File: config.mk
export PLATFORM = sky130hd
export DESIGN_NAME = dma_port_ctrl
export DESIGN_NICKNAME = d
export VERILOG_FILES = /design/src/rtl/dma_port_ctrl.sv
export SDC_FILE = /design/constraint.sdc
export NUM_CORES = 1
export LEC_CHECK = 0
export BUFFER_PORTS_ARGS = -buffer_cell sky130_fd_sc_hd__buf_2
export CAP_MARGIN = 25
export CORE_AREA = 2 2 70 72
export DETAILED_ROUTE_END_ITERATION = 10
export DIE_AREA = 0 0 72 74
export PLACE_DENSITY = 0.83
export SLEW_MARGIN = 40
export SYNTH_ARGS = -nofsm -noshare
export SYNTH_HDL_FRONTEND = slang
export SYNTH_SLANG_ARGS = --single-unit
File: constraint.sdc
create_clock -name LCLK -period 3.2 [get_ports LCLK]
set_clock_uncertainty 0.1 [all_clocks]
set_input_delay 0.16 -clock LCLK [delete_from_list [all_inputs] [get_ports LCLK]]
set_output_delay 0.16 -clock LCLK [all_outputs]
set_load 0.005 [all_outputs]
File: src/rtl/dma_port_ctrl.sv
// Local-bus DMA channel controller: window/channel decode, IDLE/DATA/TURN burst FSM,
// per-beat FIFO strobes, beat counting, miss and sticky error flags. Optional macro: DMA_BURST_LIMIT_EN.
module dma_port_ctrl #(
    parameter int NUM_CH    = 16,
    parameter int CH_W      = 4,
    parameter int CH_LSB    = 13,
    parameter int BASE_BIT  = 21,
    parameter int MAX_BEATS = 256,
    parameter int CNT_W     = 9
) (
    input  logic              LCLK,
    input  logic              LRESETn,
    input  logic [31:2]       ADDR,
    input  logic              ADSn,
    input  logic              LWR,
    input  logic              BLASTn,
    output logic [NUM_CH-1:0] dmaw,
    output logic [NUM_CH-1:0] dmar,
    output logic              DMAChannelInk,
    output logic [CH_W-1:0]   cur_ch,
    output logic [CNT_W-1:0]  beat_cnt,
    output logic              miss,
    output logic              err
);

    localparam logic [1:0] ST_IDLE = 2'd0;
    localparam logic [1:0] ST_DATA = 2'd1;
    localparam logic [1:0] ST_TURN = 2'd2;

`ifdef DMA_BURST_LIMIT_EN
    localparam bit LIMIT_EN = 1'b1;
`else
    localparam bit LIMIT_EN = 1'b0;
`endif

    logic [1:0]        state_reg;
    logic              wr_reg;
    logic              last_reg;
    logic [31:2]       other_mask;
    logic [CH_W-1:0]   ch_field;
    logic [NUM_CH-1:0] field_onehot;
    logic [NUM_CH-1:0] cur_onehot;
    logic              hit;
    logic              last_beat;
    logic              limit_hit;
    logic [CNT_W-1:0]  cnt_inc;

    // Address bits that must be zero for a hit: everything except the window bit and channel field.
    genvar gi;
    generate
        for (gi = 2; gi < 32; gi++) begin : g_mask
            assign other_mask[gi] = (gi != BASE_BIT) && ((gi < CH_LSB) || (gi >= CH_LSB + CH_W));
        end
        for (gi = 0; gi < NUM_CH; gi++) begin : g_onehot
            assign field_onehot[gi] = (ch_field == CH_W'(gi));
            assign cur_onehot[gi]   = (cur_ch == CH_W'(gi));
        end
    endgenerate

    assign ch_field = ADDR[CH_LSB+CH_W-1:CH_LSB];
    assign hit      = ADDR[BASE_BIT] && ((ADDR & other_mask) == '0) && (int'(ch_field) < NUM_CH);
    assign cnt_inc  = (&beat_cnt) ? beat_cnt : beat_cnt + 1'b1;

    // A single-beat burst flags BLASTn together with ADSn, so that marker is carried into DATA.
    assign last_beat = !BLASTn || last_reg;
    assign limit_hit = LIMIT_EN && !last_beat && (cnt_inc == CNT_W'(MAX_BEATS));

    always_ff @(posedge LCLK or negedge LRESETn) begin
        if (!LRESETn) begin
            state_reg     <= ST_IDLE;
            wr_reg        <= 1'b0;
            last_reg      <= 1'b0;
            dmaw          <= '0;
            dmar          <= '1;
            DMAChannelInk <= 1'b1;
            cur_ch        <= '0;
            beat_cnt      <= '0;
            miss          <= 1'b0;
            err           <= 1'b0;
        end else begin
            miss <= 1'b0;
            dmaw <= '0;
            dmar <= '1;
            case (state_reg)
                ST_IDLE: begin
                    if (!ADSn && hit) begin
                        cur_ch        <= ch_field;
                        wr_reg        <= LWR;
                        last_reg      <= !BLASTn;
                        beat_cnt      <= '0;
                        DMAChannelInk <= 1'b0;
                        state_reg     <= ST_DATA;
                        // Read pop leads the beat so the FIFO output is valid during it.
                        if (!LWR) begin
                            dmar <= ~field_onehot;
                        end
                    end else if (!ADSn && ADDR[BASE_BIT]) begin
                        miss <= 1'b1;
                    end
                end
                ST_DATA: begin
                    beat_cnt <= cnt_inc;
                    if (wr_reg) begin
                        dmaw <= cur_onehot;
                    end
                    if (!ADSn || limit_hit) begin
                        err <= 1'b1;
                    end
                    if (last_beat || limit_hit) begin
                        state_reg <= ST_TURN;
                    end else if (!wr_reg) begin
                        dmar <= ~cur_onehot;
                    end
                end
                ST_TURN: begin
                    DMAChannelInk <= 1'b1;
                    last_reg      <= 1'b0;
                    state_reg     <= ST_IDLE;
                end
                default: begin
                    DMAChannelInk <= 1'b1;
                    state_reg     <= ST_IDLE;
                end
            endcase
        end
    end

endmodule
==> flow_metrics.tcl, run 1 <==
set metrics [dict create \
    finalSetupViolCount 0 \
    rsz0062_at_grt "no" \
    instances_no_fill 355 \
    synth_cells 216 \
    multi_input_area_um2 1010 \
    crit_arrival_ns 2.28 \
    start_kind "register" \
    initial_core_util_pct 51.6 \
    syn_area_um2 2370 \
    placed_cells 345 \
    synth_ff_type "dfrtp_1" \
    top_layer "met4" \
    vias 1978 \
    holdPathStages 2 \
    antenna_left 0 \
    grt_util_all_layers_pct 20.8 \
    dp_hpwl_mm 3.87 \
    synth-seq-area-share_pct 55.8 \
    cts_buffers 5 \
    cp.required_ns 3.31 \
    rows 25 \
    vdd_drop_max_mv 0.228 \
    p_leak_nw 1.37 \
    drive_gt1_share_pct 42.2 \
    hold_class "in2reg" \
    reg_top3 "dmar (16), dmaw (16), beat_cnt (9)" \
    final_util_pct 64.5 \
    die-width_um 72 \
    via_per_inst 5.57 \
    r2r_end "beat_cnt[3]" \
    synth_edf_count 0 \
    cts_sinks 52 \
    worst_skew_pair.late_latency_ns 0.31 \
    finalCriticalPeriod_ns 2.18 \
    grt_pass1_wl_mm 8.51 \
    r2r-start "beat_cnt[2]" \
    power-per-cell-area_nw_per_um2 396 \
    worstHoldEndpoint "cur_ch[3]" \
    grt_pass1_vias 1887 \
    gp_congestion 0.893 \
    fmax_mhz 459 \
    whs_ns 0.0471 \
    grt_antenna_before_repair 0 \
    cts_resized 0 \
    drt-pass1-iter-count 4 \
    hold_path.startpoint "ADDR[16]" \
    worst_pin_slew_ns 0.745 \
    max_cap_viol_count 0 \
    final_cell_mix "buf_2, dfrtp_1, nor2_1, dfstp_2, nand2_1" \
    fill_cells 384 \
    reg2reg_slack_ns 1.02 \
    worstSetupPathType "reg2reg" \
    slew_headroom_pct 49.9 \
    reg2reg_depth 7 \
    wl_met3_um 327 \
    cts_tree "yes" \
    cts.htree.levels 2 \
    seq_area_um2 1320 \
    avgSynthCellArea_um2 11.0 \
    synth.distinct_cells 47 \
    drc 0 \
    ios 83 \
    diodes 0 \
    coreArea_um2 4600 \
    tns_ns 0 \
    cts_root_buf "clkbuf_8" \
    cp_max_fo 9 \
    slew_viol_final 0 \
    async_flop_share_pct 100 \
    drtIter0Drc 134 \
    grt_overflow 0 \
    wl_met1_mm 2.10 \
    endpoint_kind "register" \
    finalCritPeriodShare_pct 68.1 \
    ys_ff_latch 52 \
    die_y_um 74 \
    grt_max_degree 49 \
    wl_per_cell_um 14.6 \
    ys_warn_count 0 \
    wl_met2_mm 2.67 \
    syn-num-nets 253 \
    outcome "finished, final reports clean" \
    clock_path_buffers 2 \
    die_area_um2 5330 \
    layout_commonest_cell "buf_2" \
    clk_pin_slew_ns 0.09 \
    area_delta_synth_final_pct 25.1 \
    numPortBuffers 82 \
    wl_mm 5.18 \
    nNetsFinal 337 \
    final-hold-violation-count 0 \
]
## per-layer routing
metal  up-vias  GRT usage (%)
met2        73           37.2
met5         -              0
met4         0           7.97
met1       934           24.4
met3         8           4.88
li1        963              -
## how the worst max path moves through the flow
stage,start,endpoint,slack (ns),depth (start not counted)
floorplan,beat_cnt[2],beat_cnt[3],1.08,8
global placement,beat_cnt[3],beat_cnt[3],1.08,7
detailed placement,beat_cnt[2],beat_cnt[6],1.02,7
CTS,beat_cnt[3],beat_cnt[3],1.03,7
global route,beat_cnt[2],beat_cnt[6],0.86,7
finish,beat_cnt[2],beat_cnt[3],1.02,7
## final cells by class
class                      instances  area share, %
sequential                        52           44.6
multi-input combinational        153           33.9
timing repair buffer              86           15.1
clock buffer                       5           2.32
tap                               54           2.28
clock inverter                     3           1.56
inverter                           2          0.253
## cell families (layout without fill, tap and decap cells)
| kind of cell | after synthesis | in the layout | share of synthesized area (%) |
|---|---|---|---|
| DFF | 52 | 52 | 55.8 |
| muxes | 8 | 8 | 3.64 |
| buffers and inverters | 11 | 96 | 1.79 |
| adders and majority gates | 2 | 2 | 1.06 |
| AOI/OAI and AO/OA | 41 | 41 | 12.5 |
| and+or+nand+nor | 102 | 102 | 25.2 |
## where the power goes
group          internal (mW)  switching, mW
Combinational         0.0251         0.0339
Sequential             0.660       0.000665
Clock                  0.236          0.221
## critical path, cell delays in order, from the launching register on
cell and delay, ns:
dfrtp_1 0.46, and4_1 0.24, and4_1 0.20, ha_1 0.27, and4b_1 0.32, mux2i_1 0.19
o21ai_0 0.08, a31o_2 0.22
## what timing repair did
item                                   CTS  global route
endpoints found under the hold margin   36             0
hold buffers                             2             0
setup buffers                            0             0
## metrics by stage
| step | setup WS, ns | total power, mW | area (µm²) |
|---|---|---|---|
| final | 1.02 | 1.18 | 2970 |
| after global routing | 0.856 | 1.22 | 2970 |
| after CTS | 1.03 | 1.19 | 2970 |
| after detailed placement | 1.02 | 0.731 | 2830 |
| after global placement | 1.08 | 0.728 | 2830 |
| after floorplan | 1.08 | 0.686 | 2370 |
## cells in the mapped netlist, types with 2 or more instances
| library cell | number | area [µm²] |
|---|---|---|
| a31o_2 | 4 | 35.0 |
| o31ai_1 | 2 | 15.0 |
| a22oi_1 | 6 | 45.0 |
| nand2_1 | 16 | 60.1 |
| nor4_2 | 2 | 25.0 |
| and4b_1 | 2 | 20.0 |
| buf_1 | 2 | 7.51 |
| nand2b_1 | 5 | 31.3 |
| a32oi_1 | 7 | 61.3 |
| dfstp_2 | 17 | 447 |
| clkbuf_1 | 6 | 22.5 |
| ha_1 | 2 | 25.0 |
| or2_2 | 2 | 12.5 |
| nand3_1 | 6 | 30.0 |
| and4_1 | 2 | 17.5 |
| mux2_2 | 5 | 56.3 |
| and3b_1 | 2 | 17.5 |
| nor4_4 | 2 | 42.5 |
| inv_1 | 2 | 7.51 |
| nor4_1 | 6 | 37.5 |
| a31oi_1 | 4 | 25.0 |
| o211ai_1 | 2 | 15.0 |
| o21ai_0 | 7 | 35.0 |
| nor2_1 | 31 | 116 |
| mux2i_1 | 3 | 30.0 |
| nor2b_1 | 7 | 43.8 |
| nor3_1 | 8 | 40.0 |
| dfrtp_1 | 35 | 876 |
| a21oi_1 | 3 | 15.0 |
No activity file was read; power rests on OpenSTA's default activity.
==> run 2: changes to the inputs <==
Settings changed: CORE_AREA 2 2 70 72 to 2 2 73 75, DIE_AREA 0 0 72 74 to 0 0 75 77, PLACE_DENSITY 0.83 to 0.77.
Clock period 3.2 ns to 2.1 ns, I/O delays scaled along.
==> flow_metrics.tcl, run 2 (synthesized netlist as in run 1, its figures left out) <==
set metrics [dict create \
    worstSetupPathType "reg2reg" \
    drc 0 \
    seq_power_share_pct 61.0 \
    finalCriticalPeriod_ns 2.00 \
    grt_overflow 0 \
    rows 26 \
    grt_pass1_wl_mm 9.04 \
    max_cap_viol_count 0 \
    ios 83 \
    initial_core_util_pct 47.6 \
    endpoint_kind "register" \
    outcome "finished, final reports clean" \
    cts_tree "yes" \
    cts_buffers 5 \
    die_area_um2 5780 \
    vdd_drop_max_mv 0.256 \
    clock_path_buffers 2 \
    area_delta_synth_final_pct 30.6 \
    p_comb_share_pct 5.7 \
    cts_root_buf "clkbuf_8" \
    instances_no_fill 387 \
    post-cts-setup-buffers 0 \
    fill_cells 440 \
    r2r-start "beat_cnt[2]" \
    fin_ws_ns 0.0953 \
    grt_util_all_layers_pct 19.6 \
    clkPwrFrac_pct 33.3 \
    diodes 0 \
    via_per_inst 5.23 \
    die_y_um 77 \
    final_util_pct 62.2 \
    numPortBuffers 82 \
    cp.required_ns 2.17 \
    p_sw_share_pct 22.5 \
    clk_pin_slew_ns 0.09 \
    coreArea_um2 4980 \
    p_total_mw 1.65 \
    start_kind "register" \
    place_ws_ns 0.0358 \
    gp_congestion 0.832 \
    final-hold-violation-count 0 \
    drive_gt1_share_pct 44.2 \
    cts_sinks 52 \
    power-per-cell-area_nw_per_um2 533 \
    grt_antenna_before_repair 0 \
    finalCritPeriodShare_pct 95.5 \
    p_sw_mw 0.371 \
    drtIter0Drc 134 \
    wl_mm 5.35 \
    placed_cells 374 \
    intPower_mw 1.28 \
    worst_skew_pair.late_latency_ns 0.30 \
    grt_max_degree 53 \
    worst_pin_slew_ns 0.617 \
    hold_path.startpoint "ADDR[14]" \
    grt_pass1_vias 2024 \
    multi_input_area_um2 1020 \
    hold_class "in2reg" \
    wl_per_cell_um 13.8 \
    final_cell_mix "buf_2, dfrtp_1, nor2_1, dfstp_2, nand2_1" \
    finalSetupViolCount 0 \
    slew_viol_final 0 \
    cts.htree.levels 2 \
    startpoint "beat_cnt[2]" \
    fmax_mhz 499 \
    reg_top3 "dmar (16), dmaw (16), beat_cnt (9)" \
    layout_commonest_cell "buf_2" \
    antenna_left 0 \
    crit_arrival_ns 2.08 \
    tns_ns 0 \
    drt-pass1-iter-count 4 \
    p_leak_nw 1.43 \
    die-width_um 75 \
    dp_hpwl_mm 4.06 \
    seq_area_um2 1320 \
    slew_headroom_pct 58.9 \
    nNetsFinal 353 \
    vias 2025 \
    cp_max_fo 5 \
]
run 2: changes by cell type in the layout (fill, tap and decap cells not counted), sizes merged:
cell	delta
inv	-1
buf	+13
dlygate4sd3	+3
bufinv	-1
clkinvlp	+1
clkinv	+1
run 2: through the flow:
step	cell area [µm²]	hold WS [ns]
floorplan	2370	-0.291
global placement	2950	0.143
detailed placement	2950	0.141
CTS	3080	0.00326
global route	3100	0.00237
finish	3100	0.00304
run 2: layout make-up:
type	instances	area share, %
flip-flops and latches	52	42.7
inverters	2	0.242
multi-input cells	153	32.9
clock buffers	5	2.22
repair buffers	102	18.5
well taps	70	2.83
clock inverters	3	0.606
run 2: power by group through the flow:
stage | clock, mW | combinational (mW) | sequential [mW]
2_1_floorplan | 0 | 0.0189 | 1.03
3_3_place_gp | 0 | 0.0861 | 1.03
3_5_place_dp | 0 | 0.0879 | 1.03
4_1_cts | 0.557 | 0.0955 | 1.01
5_1_grt | 0.596 | 0.105 | 1.01
6_report | 0.549 | 0.0941 | 1.01
run 2: path summary, 6_finish.rpt:
kind	end	slack, ns	cells after the start
worst min register to register	DMAChannelInk	0.39	2
worst min-delay path	cur_ch[1]	0.003	2
min in group asynchronous	dmaw[9]	0.34	3
worst max register to register	beat_cnt[6]	0.1	7
worst max-delay path	beat_cnt[6]	0.1	7
max in group asynchronous	last_reg	1.16	3
run 2: worst max-delay path, cell delays in order, from the launching register on:
cell	delay [ns]
dfrtp_1	0.38
and4_1	0.21
and4_1	0.23
ha_4	0.18
nand4b_1	0.24
o21a_1	0.23
o21ai_0	0.17
o311ai_1	0.13
run 2: routing by layer:
layer	part of all wire [%]	vias to the layer above	wire length, µm	global-route usage [%]
met5	0	-	0	0
met4	0.86	0	46	6.07
met3	6.2	7	329	4.86
met2	52	69	2770	33.9
met1	41	950	2200	23.5
li1	-	999	-	-
run 2: what timing repair did:
item | in CTS | in global routing
hold endpoints to repair | 39 | 0
hold buffers | 5 | 0
endpoints found under the setup margin | 0 | 4
gates resized for setup | 0 | 3
